**config.mk**
```make
export PLATFORM = sky130hd
export DESIGN_NAME = pxs_sync_gen
export DESIGN_NICKNAME = d
export VERILOG_FILES = /design/src/rtl/pxs_sync_gen_pkg.sv /design/src/rtl/pxs_axis_counter.sv /design/src/rtl/pxs_sync_gen.sv
export SDC_FILE = /design/constraint.sdc
export NUM_CORES = 1
export LEC_CHECK = 0
export BUFFER_PORTS_ARGS = -buffer_cell sky130_fd_sc_hd__buf_2
export CORE_AREA = 3 3 75 77
export CTS_BUF_LIST = sky130_fd_sc_hd__clkbuf_8 sky130_fd_sc_hd__clkbuf_16
export CTS_CLUSTER_DIAMETER = 200
export DETAILED_ROUTE_END_ITERATION = 6
export DIE_AREA = 0 0 78 80
export PLACE_DENSITY = 0.72
export SLEW_MARGIN = 5
export SYNTH_ARGS = -nofsm -noshare
export SYNTH_HDL_FRONTEND = slang
export SYNTH_SLANG_ARGS = --single-unit
```
**constraint.sdc**
```tcl
create_clock -name px_clk -period 5.68 [get_ports px_clk]
set_input_delay 0 -clock px_clk [delete_from_list [all_inputs] [get_ports px_clk]]
set_output_delay 0 -clock px_clk [all_outputs]
set_load 0.05 [all_outputs]
```
**src/rtl/pxs_sync_gen_pkg.sv**
```systemverilog
// Shared definitions for the Pxs pixel stream: field layout, pattern modes
// and the colour-bar helper used by the sync generator.
package pxs_sync_gen_pkg;

  localparam int CNT_W    = 10;
  localparam int STREAM_W = 26;

  typedef enum logic [1:0] {
    MODE_BLACK   = 2'd0,
    MODE_BARS    = 2'd1,
    MODE_CHECKER = 2'd2,
    MODE_SOLID   = 2'd3
  } pattern_e;

  // Packed MSB-first so the struct maps directly onto the 26-bit stream word.
  typedef struct packed {
    logic             hs;
    logic             vs;
    logic             active;
    logic [CNT_W-1:0] yc;
    logic [CNT_W-1:0] xc;
    logic [2:0]       rgb;
  } pxs_stream_t;

  // Bar index found by comparing against the seven bar boundaries, brightest bar first.
  function automatic logic [2:0] bar_colour(input logic [CNT_W-1:0] x, input int visible);
    logic [2:0] idx;
    idx = 3'd0;
    for (int k = 1; k < 8; k++) begin
      if (int'(x) >= (k * visible) / 8) begin
        idx = idx + 3'd1;
      end else begin
        idx = idx;
      end
    end
    return 3'd7 - idx;
  endfunction

endpackage

```
**src/rtl/pxs_axis_counter.sv**
```systemverilog
// One timing axis: wrapping position counter with visible and active-low
// sync decodes. Used once per line (horizontal) and once per frame (vertical).
module pxs_axis_counter #(
  parameter int TOTAL      = 800,
  parameter int SYNC_START = 656,
  parameter int SYNC_END   = 752,
  parameter int VISIBLE    = 640
) (
  input  logic       px_clk,
  input  logic       reset,
  input  logic       advance,
  output logic [9:0] count,
  output logic       wrap,
  output logic       visible,
  output logic       sync_n
);

  localparam logic [9:0] LAST = 10'(TOTAL - 1);

  logic [9:0] count_q;
  logic [9:0] count_d;

  always_comb begin
    wrap    = advance && (count_q == LAST);
    count_d = count_q;
    if (wrap) begin
      count_d = 10'd0;
    end else if (advance) begin
      count_d = count_q + 10'd1;
    end else begin
      count_d = count_q;
    end
  end

  always_ff @(posedge px_clk or posedge reset) begin
    if (reset) begin
      count_q <= 10'd0;
    end else begin
      count_q <= count_d;
    end
  end

  assign count   = count_q;
  assign visible = (count_q < 10'(VISIBLE));
  assign sync_n  = !((count_q >= 10'(SYNC_START)) && (count_q < 10'(SYNC_END)));

endmodule

```
**src/rtl/pxs_sync_gen.sv**
```systemverilog
// Head of the Pxs chain: VGA timing plus a background test pattern, emitted
// as a registered 26-bit pixel stream with a frame_end pulse on the last visible pixel.
module pxs_sync_gen
  import pxs_sync_gen_pkg::*;
#(
  parameter int H_VISIBLE = 640,
  parameter int H_FRONT   = 16,
  parameter int H_SYNC    = 96,
  parameter int H_BACK    = 48,
  parameter int V_VISIBLE = 480,
  parameter int V_FRONT   = 10,
  parameter int V_SYNC    = 2,
  parameter int V_BACK    = 33
) (
  input  logic        px_clk,
  input  logic        reset,
  input  logic [1:0]  mode,
  input  logic [2:0]  solid_rgb,
  output logic [25:0] RGBStr_o,
  output logic        frame_end
);

  localparam int H_TOTAL = H_VISIBLE + H_FRONT + H_SYNC + H_BACK;
  localparam int V_TOTAL = V_VISIBLE + V_FRONT + V_SYNC + V_BACK;

  logic [9:0] h_count, v_count;
  logic       h_wrap, v_wrap;
  logic       h_vis, v_vis;
  logic       h_sync_n, v_sync_n;

  pxs_axis_counter #(
    .TOTAL(H_TOTAL), .SYNC_START(H_VISIBLE + H_FRONT),
    .SYNC_END(H_VISIBLE + H_FRONT + H_SYNC), .VISIBLE(H_VISIBLE)
  ) u_h_axis (
    .px_clk(px_clk), .reset(reset), .advance(1'b1),
    .count(h_count), .wrap(h_wrap), .visible(h_vis), .sync_n(h_sync_n)
  );

  pxs_axis_counter #(
    .TOTAL(V_TOTAL), .SYNC_START(V_VISIBLE + V_FRONT),
    .SYNC_END(V_VISIBLE + V_FRONT + V_SYNC), .VISIBLE(V_VISIBLE)
  ) u_v_axis (
    .px_clk(px_clk), .reset(reset), .advance(h_wrap),
    .count(v_count), .wrap(v_wrap), .visible(v_vis), .sync_n(v_sync_n)
  );

  pattern_e    mode_q, mode_d;
  logic [2:0]  solid_rgb_q, solid_rgb_d;
  logic        frame_start_q, frame_start_d;
  pxs_stream_t stream_q, stream_d;
  logic        frame_end_q, frame_end_d;
  logic [2:0]  pix_rgb;

  // Pixel (0,0) already uses the freshly sampled mode, so a frame never mixes two patterns.
  always_comb begin
    frame_start_d = v_wrap;
    if (frame_start_q) begin
      mode_d      = pattern_e'(mode);
      solid_rgb_d = solid_rgb;
    end else begin
      mode_d      = mode_q;
      solid_rgb_d = solid_rgb_q;
    end

    pix_rgb = 3'b000;
    if (h_vis && v_vis) begin
      case (mode_d)
        MODE_BLACK:   pix_rgb = 3'b000;
        MODE_BARS:    pix_rgb = bar_colour(h_count, H_VISIBLE);
        MODE_CHECKER: pix_rgb = (h_count[5] ^ v_count[5]) ? 3'b111 : 3'b000;
        MODE_SOLID:   pix_rgb = solid_rgb_d;
        default:      pix_rgb = 3'b000;
      endcase
    end else begin
      pix_rgb = 3'b000;
    end

    stream_d.hs     = h_sync_n;
    stream_d.vs     = v_sync_n;
    stream_d.active = h_vis && v_vis;
    stream_d.yc     = v_count;
    stream_d.xc     = h_count;
    stream_d.rgb    = pix_rgb;

    frame_end_d = (h_count == 10'(H_VISIBLE - 1)) && (v_count == 10'(V_VISIBLE - 1));
  end

  // Counters restart at (0,0) after reset, so the first edge is a frame start.
  always_ff @(posedge px_clk or posedge reset) begin
    if (reset) begin
      mode_q          <= MODE_BLACK;
      solid_rgb_q     <= 3'b000;
      frame_start_q   <= 1'b1;
      stream_q.hs     <= 1'b1;
      stream_q.vs     <= 1'b1;
      stream_q.active <= 1'b0;
      stream_q.yc     <= 10'd0;
      stream_q.xc     <= 10'd0;
      stream_q.rgb    <= 3'b000;
      frame_end_q     <= 1'b0;
    end else begin
      mode_q        <= mode_d;
      solid_rgb_q   <= solid_rgb_d;
      frame_start_q <= frame_start_d;
      stream_q      <= stream_d;
      frame_end_q   <= frame_end_d;
    end
  end

  assign RGBStr_o  = stream_q;
  assign frame_end = frame_end_q;

endmodule

```
==> results.md, run 1 <==
- WP data arrival: 4320 ps
- Sink Count: 53
- Routed via count: around 1.7k
- Post-Syn Instances: roughly 230
- WHS: roughly 31 ps
- RSZ-0062 raised after global routing: no
- Fillers: approximately 460
- Remaining Overflow, GRT: 0
- Initial antenna violation count: 0
- Max Cap Viol: 0
- Synth Warn #: 0
- Setup-failing EPs final: 0
- Post-synth EDFFs: 0
- HPWL after DPL: 3.04 mm
- H-Tree Level Count: 2
- Mux cell area share after synthesis: about 3.4%
- Vias in the first global route: about 1.6k
- Wire length per cell: around 13 um
- Synth-to-Final Area Change: 12.4%
- Die area: between 6000 and 7000 um^2
- TNS Setup: 0 ps
- Headroom to the max-slew limit: 31.0%
- Area leader, netlist: dfrtp_1
- Synth cell types: 47
- Final slew viol count: 0
- Post-Syn Area: between 2000 and 3000 um^2
- Fin crit period: just over 4000 ps
- Post-DRT Antenna Nets: 0
- Asr flop ratio synth: 100%
- Die Span Y: 80 um
- Clock buffer depth: 2
- Compound-gate portion of the synthesized area: 8.08%
- Max Clk Rate: approximately 0.24 GHz
- Die width: 78 um
- Antenna Cells: 0
- Most frequent cell after synthesis: dfrtp_1
- Sequential area share after synthesis: between 50% and 60%
- RePlAce Congestion: between 0.7 and 0.8
- Status: finished clean
- Share of layout cells above drive strength 1: roughly a fifth
- Routed Wire Length: approximately 4.4 mm
- IO Pins: 34
- Num rows: 26
- Worst-skew pair later-pin latency: approximately 300 ps
- Final Util: 55.6%
- Adder-Cell Fraction of Synth Area: 5.48%
- Core region area: a little over 5000 um^2
- Hold Path Class: in2reg
- Period utilisation layout: 73.0%
- Post-Synth Simple-Gate Area: between 15 and 20%
- Ys flop type: dfrtp_1
- Worst setup EP type: flop
- Mapped Nets: around 250
- Largest cells by area after synthesis: dfrtp_1 (50%), ha_1 (5.5%), xnor2_1 (4.9%)
- Yosys top cell area share: around half
- Largest net degree at the start of global routing: 54
- Clock Skew: about 8.3 ps
- Hold Vio Cnt, Final: 0
- Drt drc: 0
- Least-Margin Pin Slew: 1030 ps
- GRT Util Overall: between 15 and 20%
- First-pass iteration count of the detailed router: 4
- WS Path Type: reg2reg
- Vias per inst: about 5.2
- Clock transition at path regs: 90 ps
- Post-synthesis xor/xnor area fraction: under 10%
- FF+latch count, synth: 53
- Avg Cell Area, Syn: about 11 um^2
- Max rail drop VDD: 0.142 mV
- Global-route wire length before repair: around 7.6 mm
- Root buf cell: clkbuf_8
- CTS resizes: 0
- PortBufs: 33
- Initial drt markers: 66
- Largest family of logic cells by synthesized area: simple AND/OR/NAND/NOR gates
- Worst EP required: 5850 ps
- Num CTS Buffers: 5
- Crit path max fanout: 15
- TritonCTS clock tree: built
- Fin nets: 281
- Static Leakage: roughly 0.0014 uW
- Synth cell count leaders: dfrtp_1 (50), nor2_1 (19), nand2_1 (18)
- Starting density of the core: 49.5%
- Power per cell area: 210 nW/um^2
- Critical path startpoint category: flop
worst paths after layout:
kind	startpoint	end	slack (ps)	cells after the start
hold reg to reg	u_h_axis.count[1]$_DFF_PP0_	RGBStr_o[4]$_DFF_PP0_	460	0
setup / recovery	u_h_axis.count[7]$_DFF_PP0_	RGBStr_o[2]$_DFF_PP0_	1540	18
max in group asynchronous	reset	RGBStr_o[9]$_DFF_PP0_	4540	3
hold / removal	mode[1]	mode_q[1]$_DFF_PP0_	30	3
min in group asynchronous	reset	u_v_axis.count[8]$_DFFE_PP0P_	500	3
setup reg to reg	u_h_axis.count[7]$_DFF_PP0_	RGBStr_o[2]$_DFF_PP0_	1540	18
layer usage:
layer / global-route usage, % / up-vias / routed length, um
met5: 0 / - / 0
met3: 3.84 / 9 / 198
met1: 21.5 / 829 / 2210
met2: 23.9 / 52 / 1940
met4: 5.24 / 0 / 95
li1: - / 847 / -
report_power, final:
| group | total (uW) | switching (uW) | leakage, uW | internal (uW) |
|---|---|---|---|---|
| registers | 377 | 0 | 0.000701 | 377 |
| clock network | 205 | 119 | 0.0000497 | 86.3 |
| logic | 10.8 | 7.51 | 0.000654 | 3.31 |
layout make-up:
type	count	area, um^2	share of cell area (%)
clock inverters	3	17.5	0.621
clock buffers	5	68.8	2.44
well taps	70	87.6	3.11
inverters	15	56.3	2.00
multi-input cells	151	1050	37.4
repair buffers	37	205	7.28
flip-flops and latches	53	1330	47.2
layout by cell type (no fill, tap or decap), drive strengths merged, types with 2 or more instances in the layout:
cell / count
mux2: 4
dlygate4sd3: 4
mux2i: 4
inv: 17
and2: 2
o21ai: 13
o21bai: 2
nor2: 19
nand2b: 3
nand4: 5
a21oi: 4
xnor2: 15
dfrtp: 50
nor2b: 2
buf: 33
o22ai: 4
or2: 2
nand2: 18
ha: 11
or3: 3
and3: 5
and4b: 2
a31oi: 2
clkbuf: 5
nor4: 2
nand3: 10
xor2: 5
dfstp: 3
state kept, by name, indices dropped and copies added (netlist names):
register	cells
RGBStr_o	26
frame_end	1
frame_start_q	1
mode_q	2
solid_rgb_q	3
u_h_axis.count	10
u_v_axis.count	10
repair_timing:
item | 4_1_cts | 5_1_grt
hold buffers | 4 | 0
buffers inserted | 0 | 0
endpoints found under the hold margin | 33 | 0
critical path: stages, from the launching register on:
cell     delay (ps)
dfrtp_1         640
o21ai_0         160
nand2_1         140
inv_1            70
ha_1            390
xnor2_2         260
ha_1            280
xnor2_1         150
nor2_1           60
a211o_1         310
ha_1            310
mux2_2          270
ha_1            190
nand2_1          60
nor2_1           60
xnor2_1         170
xnor3_1         240
xnor2_1         160
o22ai_1          90
cell families after synthesis:
logic type,count (synthesis)
simple gates,79
flops,53
buf+inv,27
fa+ha+maj,11
mux,8
compound gates,32
xor+xnor,21
per-stage QoR:
stage	power, uW	instance area [um^2]	setup slack [ps]	std cells
2_1_floorplan	390	2510	1650	231
3_3_place_gp	394	2690	1690	322
3_5_place_dp	394	2690	1530	322
4_1_cts	603	2820	1530	334
5_1_grt	623	2820	1090	334
6_report	593	2820	1540	334
Power figures use the tool's default switching activity.
==> run 2, diff against run 1 <==
--- a/config.mk
+++ b/config.mk
@@ -11,7 +11,7 @@
 export CTS_CLUSTER_DIAMETER = 200
 export DETAILED_ROUTE_END_ITERATION = 6
 export DIE_AREA = 0 0 78 80
-export PLACE_DENSITY = 0.72
+export PLACE_DENSITY = 0.74
 export SLEW_MARGIN = 5
 export SYNTH_ARGS = -nofsm -noshare
 export SYNTH_HDL_FRONTEND = slang
==> constraint.sdc (replaced) <==
create_clock -name px_clk -period 3.4 [get_ports px_clk]
set_input_delay 0 -clock px_clk [delete_from_list [all_inputs] [get_ports px_clk]]
set_output_delay 0 -clock px_clk [all_outputs]
set_load 0.05 [all_outputs]
==> run 2 against run 1 <==
Die area unchanged. Register-to-register slack worse by 1800 ps. Clock skew up 3.0 ps. Final area up 11%. Critical endpoint unchanged. Critical path depth up 1. Non-clock buffer count up 26. Sequential share of layout area down 4.6 points. Highest routed layer unchanged. Cell count up 7.8%. Clock power up 72%. Maximum frequency up 13%. The run now ends with negative setup slack left. Global-route usage up 1.3 points. Total power up 69%.
==> results.md, run 2 (same netlist as run 1, synthesis figures left out) <==
- Status: complete, but fails checks
- Failing checks: negative setup slack
- Hold Vio Cnt, Final: 0
- Clock Skew: around 11 ps
- Headroom to the max-slew limit: between 30% and 40%
- Most frequent cells in the layout: dfrtp_1 (49), buf_2 (33), buf_4 (26), nand2_1 (17), nor2_1 (17)
- R2R cell count: 19
- Max rail drop VDD: 0.235 mV
- Crit-path max cell delay: around 420 ps
- TritonCTS clock tree: built
- Critical-path top delay cell: dfrtp_1
- Die width: 78 um
- Final slew viol count: 0
- Starting density of the core: 49.5%
- Antenna Cells: 0
- WS Path Type: reg2reg
- Routed Wire Length: about 5.1 mm
- CP Launch Point: u_h_axis.count[5]$_DFF_PP0_
- Vias in the first global route: approximately 1.8k
- Worst min-delay path startpoint: mode[1]
- Largest register FFs: 26
- Num rows: 26
- WP data arrival: 3830 ps
- Hold Path Class: in2reg
- Worst setup EP type: flop
- Setup-failing EPs final: 1
- Hold Path End: mode_q[1]$_DFF_PP0_
- Die Span Y: approximately 80 um
- Sink Count: 53
- Fin crit period: around 3700 ps
- Global-route wire length before repair: between 8 and 9 mm
- Placed instance count: 342
- Drt drc: 0
- Post-Layout Cell Count: 360
- Initial drt markers: about 120
- Reg-to-reg endpoint: RGBStr_o[2]$_DFF_PP0_
- Root buf cell: clkbuf_8
- HPWL after DPL: approximately 3.4 mm
- Static Leakage: around 0.0015 uW
- PortBufs: 33
- GRT Util Overall: ~17%
- Least-Margin Pin Slew: roughly 1000 ps
- Commonest non-fill, non-tap cell in the layout: dfrtp_1
- Worst-skew pair later-pin latency: a little over 300 ps
- Critical-path cell list: o21ai_1 -> and3b_2 -> inv_2 -> ha_4 -> a21oi_4 -> inv_2 -> ha_4 -> xnor2_2 -> nor2_1 -> a211o_1 -> ha_4 -> mux2_4 -> ha_4 -> nand2_2 -> nor2_2 -> xnor2_2 -> xnor3_1 -> xnor2_1 -> o22ai_1
- Placed inst area: about 2900 um^2
- Fin nets: roughly 300
- Design area: around 3100 um^2
- RePlAce Congestion: 0.809
- First-pass iteration count of the detailed router: 7
- IO Pins: 34
- Clock buffer depth: 2
- Remaining Overflow, GRT: 0
- Initial antenna violation count: 0
- Worst EP required: around 3600 ps
- Max Cap Viol: 0
- Wire length per cell: approximately 14 um
- Routed via count: 1823
- Crit path max fanout: 4
- Reg2Reg Setup Slack: -260 ps
- Num CTS Buffers: 5
- Core region area: 5070 um^2
- Worst Hold Depth: 3
- Die area: around 6200 um^2
- RSZ-0062 raised after global routing: yes
- H-Tree Level Count: 2
- Clock transition at path regs: 100 ps
- Crit-path most repeated cell: ha_4
- Share of layout cells above drive strength 1: between 30% and 40%
- Period utilisation layout: 108%
- Reg-to-reg startpoint: u_h_axis.count[5]$_DFF_PP0_
- Final WS setup: -256 ps
- Synth-to-Final Area Change: 24.7%
- Post-DRT Antenna Nets: 0
- Largest net degree at the start of global routing: between 50 and 60
- Max Clk Rate: around 0.27 GHz
- Power per cell area: ~320 nW/um^2
- Vias per inst: a little over 5
- Critical path startpoint category: flop
-- run 2: layer usage --
metal,share of wire [%],global-route usage [%],up-vias
li1,-,-,904
met1,45,21.7,874
met2,50,29.0,39
met3,4.2,3.61,6
met4,1.0,4.20,0
met5,0,0,-
-- run 2: final cells by class --
type,instances,area [um^2]
clock buffers,5,68.8
inverters,15,56.3
multi-input cells,151,1170
flip-flops and latches,53,1330
clock inverters,3,17.5
well taps,70,87.6
repair buffers,63,400
fillers,434,1940
-- run 2: report_power, final --
part	switching (uW)	internal (uW)	total, uW
registers	0	630	630
clock network	209	144	353
logic	12.7	5.52	18.2
-- run 2: timing repair --
| action | CTS | global route |
|---|---|---|
| resized for setup | 4 | 17 |
| setup endpoints to repair | 1 | 1 |
| pin swaps | 4 | 13 |
| hold endpoints to repair | 11 | 0 |
| hold buffers | 4 | 0 |
| gates cloned | 0 | 0 |
| buffers inserted | 4 | 2 |
-- run 2: worst max-delay path by stage --
stage,endpoint,slack (ps),cells past startpoint
6_report,RGBStr_o[2]$_DFF_PP0_,-260,19
5_1_grt,RGBStr_o[2]$_DFF_PP0_,-410,19
4_1_cts,RGBStr_o[2]$_DFF_PP0_,-250,17
3_5_place_dp,RGBStr_o[2]$_DFF_PP0_,-320,19
3_3_place_gp,RGBStr_o[2]$_DFF_PP0_,-140,19
2_1_floorplan,RGBStr_o[2]$_DFF_PP0_,-270,19
-- run 2: metrics by stage --
| step | power [uW] | setup WS (ps) | setup TNS (ps) | hold slack, ps | util, % |
|---|---|---|---|---|---|
| floorplan | 652 | -272 | -272 | 169 | - |
| global placement | 658 | -141 | -141 | 254 | 56.6 |
| detailed placement | 658 | -324 | -324 | 257 | 56.6 |
| CTS | 1010 | -248 | -248 | 42.6 | 59.8 |
| global route | 1040 | -414 | -414 | 70.2 | 61.7 |
| finish | 1000 | -256 | -256 | 46.4 | 61.7 |
-- run 2: worst max-delay path: cells and delay by family (launching register included) --
family,cells,cell delay [ps]
DFF,1,420
xor gates and xnor gates,4,720
and+or+nand+nor,4,440
AOI/OAI and AO/OA,4,690
buffers and inverters,2,130
adders and majority gates,4,850
muxes,1,280
==> run 3, diff against run 2 <==
--- a/config.mk
+++ b/config.mk
@@ -6,12 +6,12 @@
 export NUM_CORES = 1
 export LEC_CHECK = 0
 export BUFFER_PORTS_ARGS = -buffer_cell sky130_fd_sc_hd__buf_2
-export CORE_AREA = 3 3 75 77
+export CORE_AREA = 3 3 105 57
 export CTS_BUF_LIST = sky130_fd_sc_hd__clkbuf_8 sky130_fd_sc_hd__clkbuf_16
 export CTS_CLUSTER_DIAMETER = 200
 export DETAILED_ROUTE_END_ITERATION = 6
-export DIE_AREA = 0 0 78 80
-export PLACE_DENSITY = 0.74
+export DIE_AREA = 0 0 108 60
+export PLACE_DENSITY = 0.73
 export SLEW_MARGIN = 5
 export SYNTH_ARGS = -nofsm -noshare
 export SYNTH_HDL_FRONTEND = slang
==> run 3 against run 2 <==
The flow still finishes with violations (negative setup slack). First-iteration DRC count fell by 3.5%. Clock-buffer cell count did not move. Worst hold slack improved by 13 ps. Critical path depth did not move. Critical path type unchanged. Largest power group unchanged. Die area rose by 3.8%. Cell count fell by 1.1%.
==> results.md, run 3 (same netlist as run 1, synthesis figures left out) <==
- First-pass iteration count of the detailed router: 5
- Initial drt markers: 111
- Reg-to-reg endpoint: RGBStr_o[2]$_DFF_PP0_
- Int Pwr: just under 800 uW
- Routed Wire Length: roughly 5.1 mm
- Reg2Reg Setup Slack: -160 ps
- Hold Path Class: in2reg
- Post-DRT Antenna Nets: 0
- Vias in the first global route: approximately 1.8k
- Placed inst area: between 2000 and 3000 um^2
- Final WS setup: -158 ps
- Design area: 3140 um^2
- Net Switching: between 200 and 250 uW
- Place WS: -313 ps
- Core region area: roughly 5000 um^2
- Drt drc: 0
- Die Span Y: about 60 um
- Register area: roughly 1300 um^2
- WS Path Type: reg2reg
- Crit path max fanout: 3
- Fin nets: 303
- Num rows: 18
- Worst Hold Depth: 3
- Routed via count: 1848
- Fillers: around 380
- Fin crit period: approximately 3600 ps
- Remaining Overflow, GRT: 0
- Die area: 6480 um^2
- Worst min-delay path startpoint: mode[1]
- R2R cell count: 19
- PortBufs: 33
- GRT Util Overall: 17.1%
- Largest net degree at the start of global routing: 54
- IO Pins: 34
- Clock buffer depth: 2
- Starting density of the core: between 50% and 60%
- Synth-to-Final Area Change: 25.0%
- H-Tree Level Count: 2
- Antenna Cells: 0
- Most frequent cells in the layout: dfrtp_1 (50), buf_2 (33), buf_4 (22), nor2_1 (17), nand2_1 (16)
- Setup-failing EPs final: 1
- Die width: about 110 um
- Max rail drop VDD: 0.202 mV
- Vias per inst: 5.19
- Failing checks: negative setup slack
- Max Cap Viol: 0
- WP data arrival: 3730 ps
- TNS Setup: -158 ps
- Worst EP required: around 3600 ps
- Largest register FFs: 26
- Initial antenna violation count: 0
- Reg power frac: between 60% and 70%
- Wire length per cell: about 14 um
- Share of layout cells above drive strength 1: between 30 and 40%
- Status: complete, but fails checks
- Logic pwr share: approximately 1.8%
- Area occupied by multi-input gates: between 1000 and 1500 um^2
- Global-route wire length before repair: 8.65 mm
- Max Clk Rate: about 0.28 GHz
- Period utilisation layout: 105%
- Reg-to-reg startpoint: u_h_axis.count[8]$_DFF_PP0_
- Clock transition at path regs: 100 ps
- Num CTS Buffers: 5
- Final Util: between 60% and 70%
- Crit-path max cell delay: 410 ps
- Sw Share: 22.3%
- Sink Count: 53
- Worst setup EP type: flop
- PnR Total Power: a little over 1000 uW
- Static Leakage: about 0.0015 uW
- Hold Path End: mode_q[1]$_DFF_PP0_
- Critical path startpoint category: flop
- Clock Skew: 9.99 ps
- Critical-path cell list: nor2_4 -> and3b_2 -> ha_4 -> a21oi_1 -> a21oi_4 -> inv_2 -> ha_4 -> xnor2_2 -> nor2_1 -> a211o_1 -> ha_4 -> mux2_4 -> ha_4 -> nand2_4 -> nor2_4 -> xnor2_2 -> xnor3_1 -> xnor2_1 -> o22ai_1
- RSZ-0062 raised after global routing: yes
- Power per cell area: 324 nW/um^2
- Final slew viol count: 0
- Commonest non-fill, non-tap cell in the layout: dfrtp_1
- TritonCTS clock tree: built
- Critical-path top delay cell: dfrtp_1
- Least-Margin Pin Slew: approximately 1100 ps
- Root buf cell: clkbuf_8
- Hold Vio Cnt, Final: 0
- RePlAce Congestion: 0.783
- HPWL after DPL: between 3 and 4 mm
- Headroom to the max-slew limit: ~28%
- Clk pwr share: a little over a third
- Crit-path most repeated cell: ha_4
- Worst-skew pair later-pin latency: ~300 ps
## run 3: per-stage QoR
stage               hold slack [ps]  cells
CTS                            36.1    356
global placement                252    340
finish                         59.4    356
floorplan                       169    231
detailed placement              254    340
global route                   77.1    356
## run 3: layout make-up
cell class	instances	area share [%]
clock buffers	5	2.19
clock inverters	3	1.08
inverters	15	1.79
multi-input cells	151	37.9
flip-flops and latches	53	42.4
well taps	70	2.79
repair buffers	59	11.8
## run 3: worst max-delay path by stage
stage	from	endpoint	slack (ps)	depth (start not counted)
after global routing	u_h_axis.count[8]$_DFF_PP0_	RGBStr_o[2]$_DFF_PP0_	-310	19
after detailed placement	u_h_axis.count[5]$_DFF_PP0_	RGBStr_o[2]$_DFF_PP0_	-310	18
after floorplan	u_h_axis.count[5]$_DFF_PP0_	RGBStr_o[2]$_DFF_PP0_	-270	19
after global placement	u_h_axis.count[5]$_DFF_PP0_	RGBStr_o[2]$_DFF_PP0_	-120	19
after CTS	u_h_axis.count[9]$_DFF_PP0_	RGBStr_o[2]$_DFF_PP0_	-230	19
final	u_h_axis.count[8]$_DFF_PP0_	RGBStr_o[2]$_DFF_PP0_	-160	19
## run 3: what timing repair did
| item | in CTS | in global routing |
|---|---|---|
| endpoints found under the setup margin | 1 | 2 |
| endpoints found under the hold margin | 34 | 0 |
| resized for setup | 17 | 7 |
| hold buffers | 4 | 0 |
| pin swaps | 11 | 14 |
| setup buffers | 4 | 1 |
## run 3: metal layers
metal | vias up | share of wire, % | GRT usage, %
li1 | 891 | - | -
met1 | 907 | 47 | 23.6
met2 | 42 | 48 | 28.2
met3 | 8 | 3.3 | 3.34
met4 | 0 | 1.6 | 4.86
met5 | - | 0 | 0
## run 3: critical path: cells and delay by family (launching register included)
kind / cells / cell delay, ps
mux: 1 / 280
fa+ha+maj: 4 / 770
compound gates: 4 / 690
simple gates: 5 / 470
flops: 1 / 410
xor+xnor: 4 / 730
buf+inv: 1 / 80
## run 3: power groups by stage
stage | sequential, uW | combinational, uW | clock, uW
floorplan | 642 | 9.27 | 0
finish | 630 | 18.5 | 367
CTS | 630 | 19.5 | 384
global placement | 642 | 15.2 | 0
detailed placement | 642 | 16.0 | 0
global route | 630 | 22.1 | 410
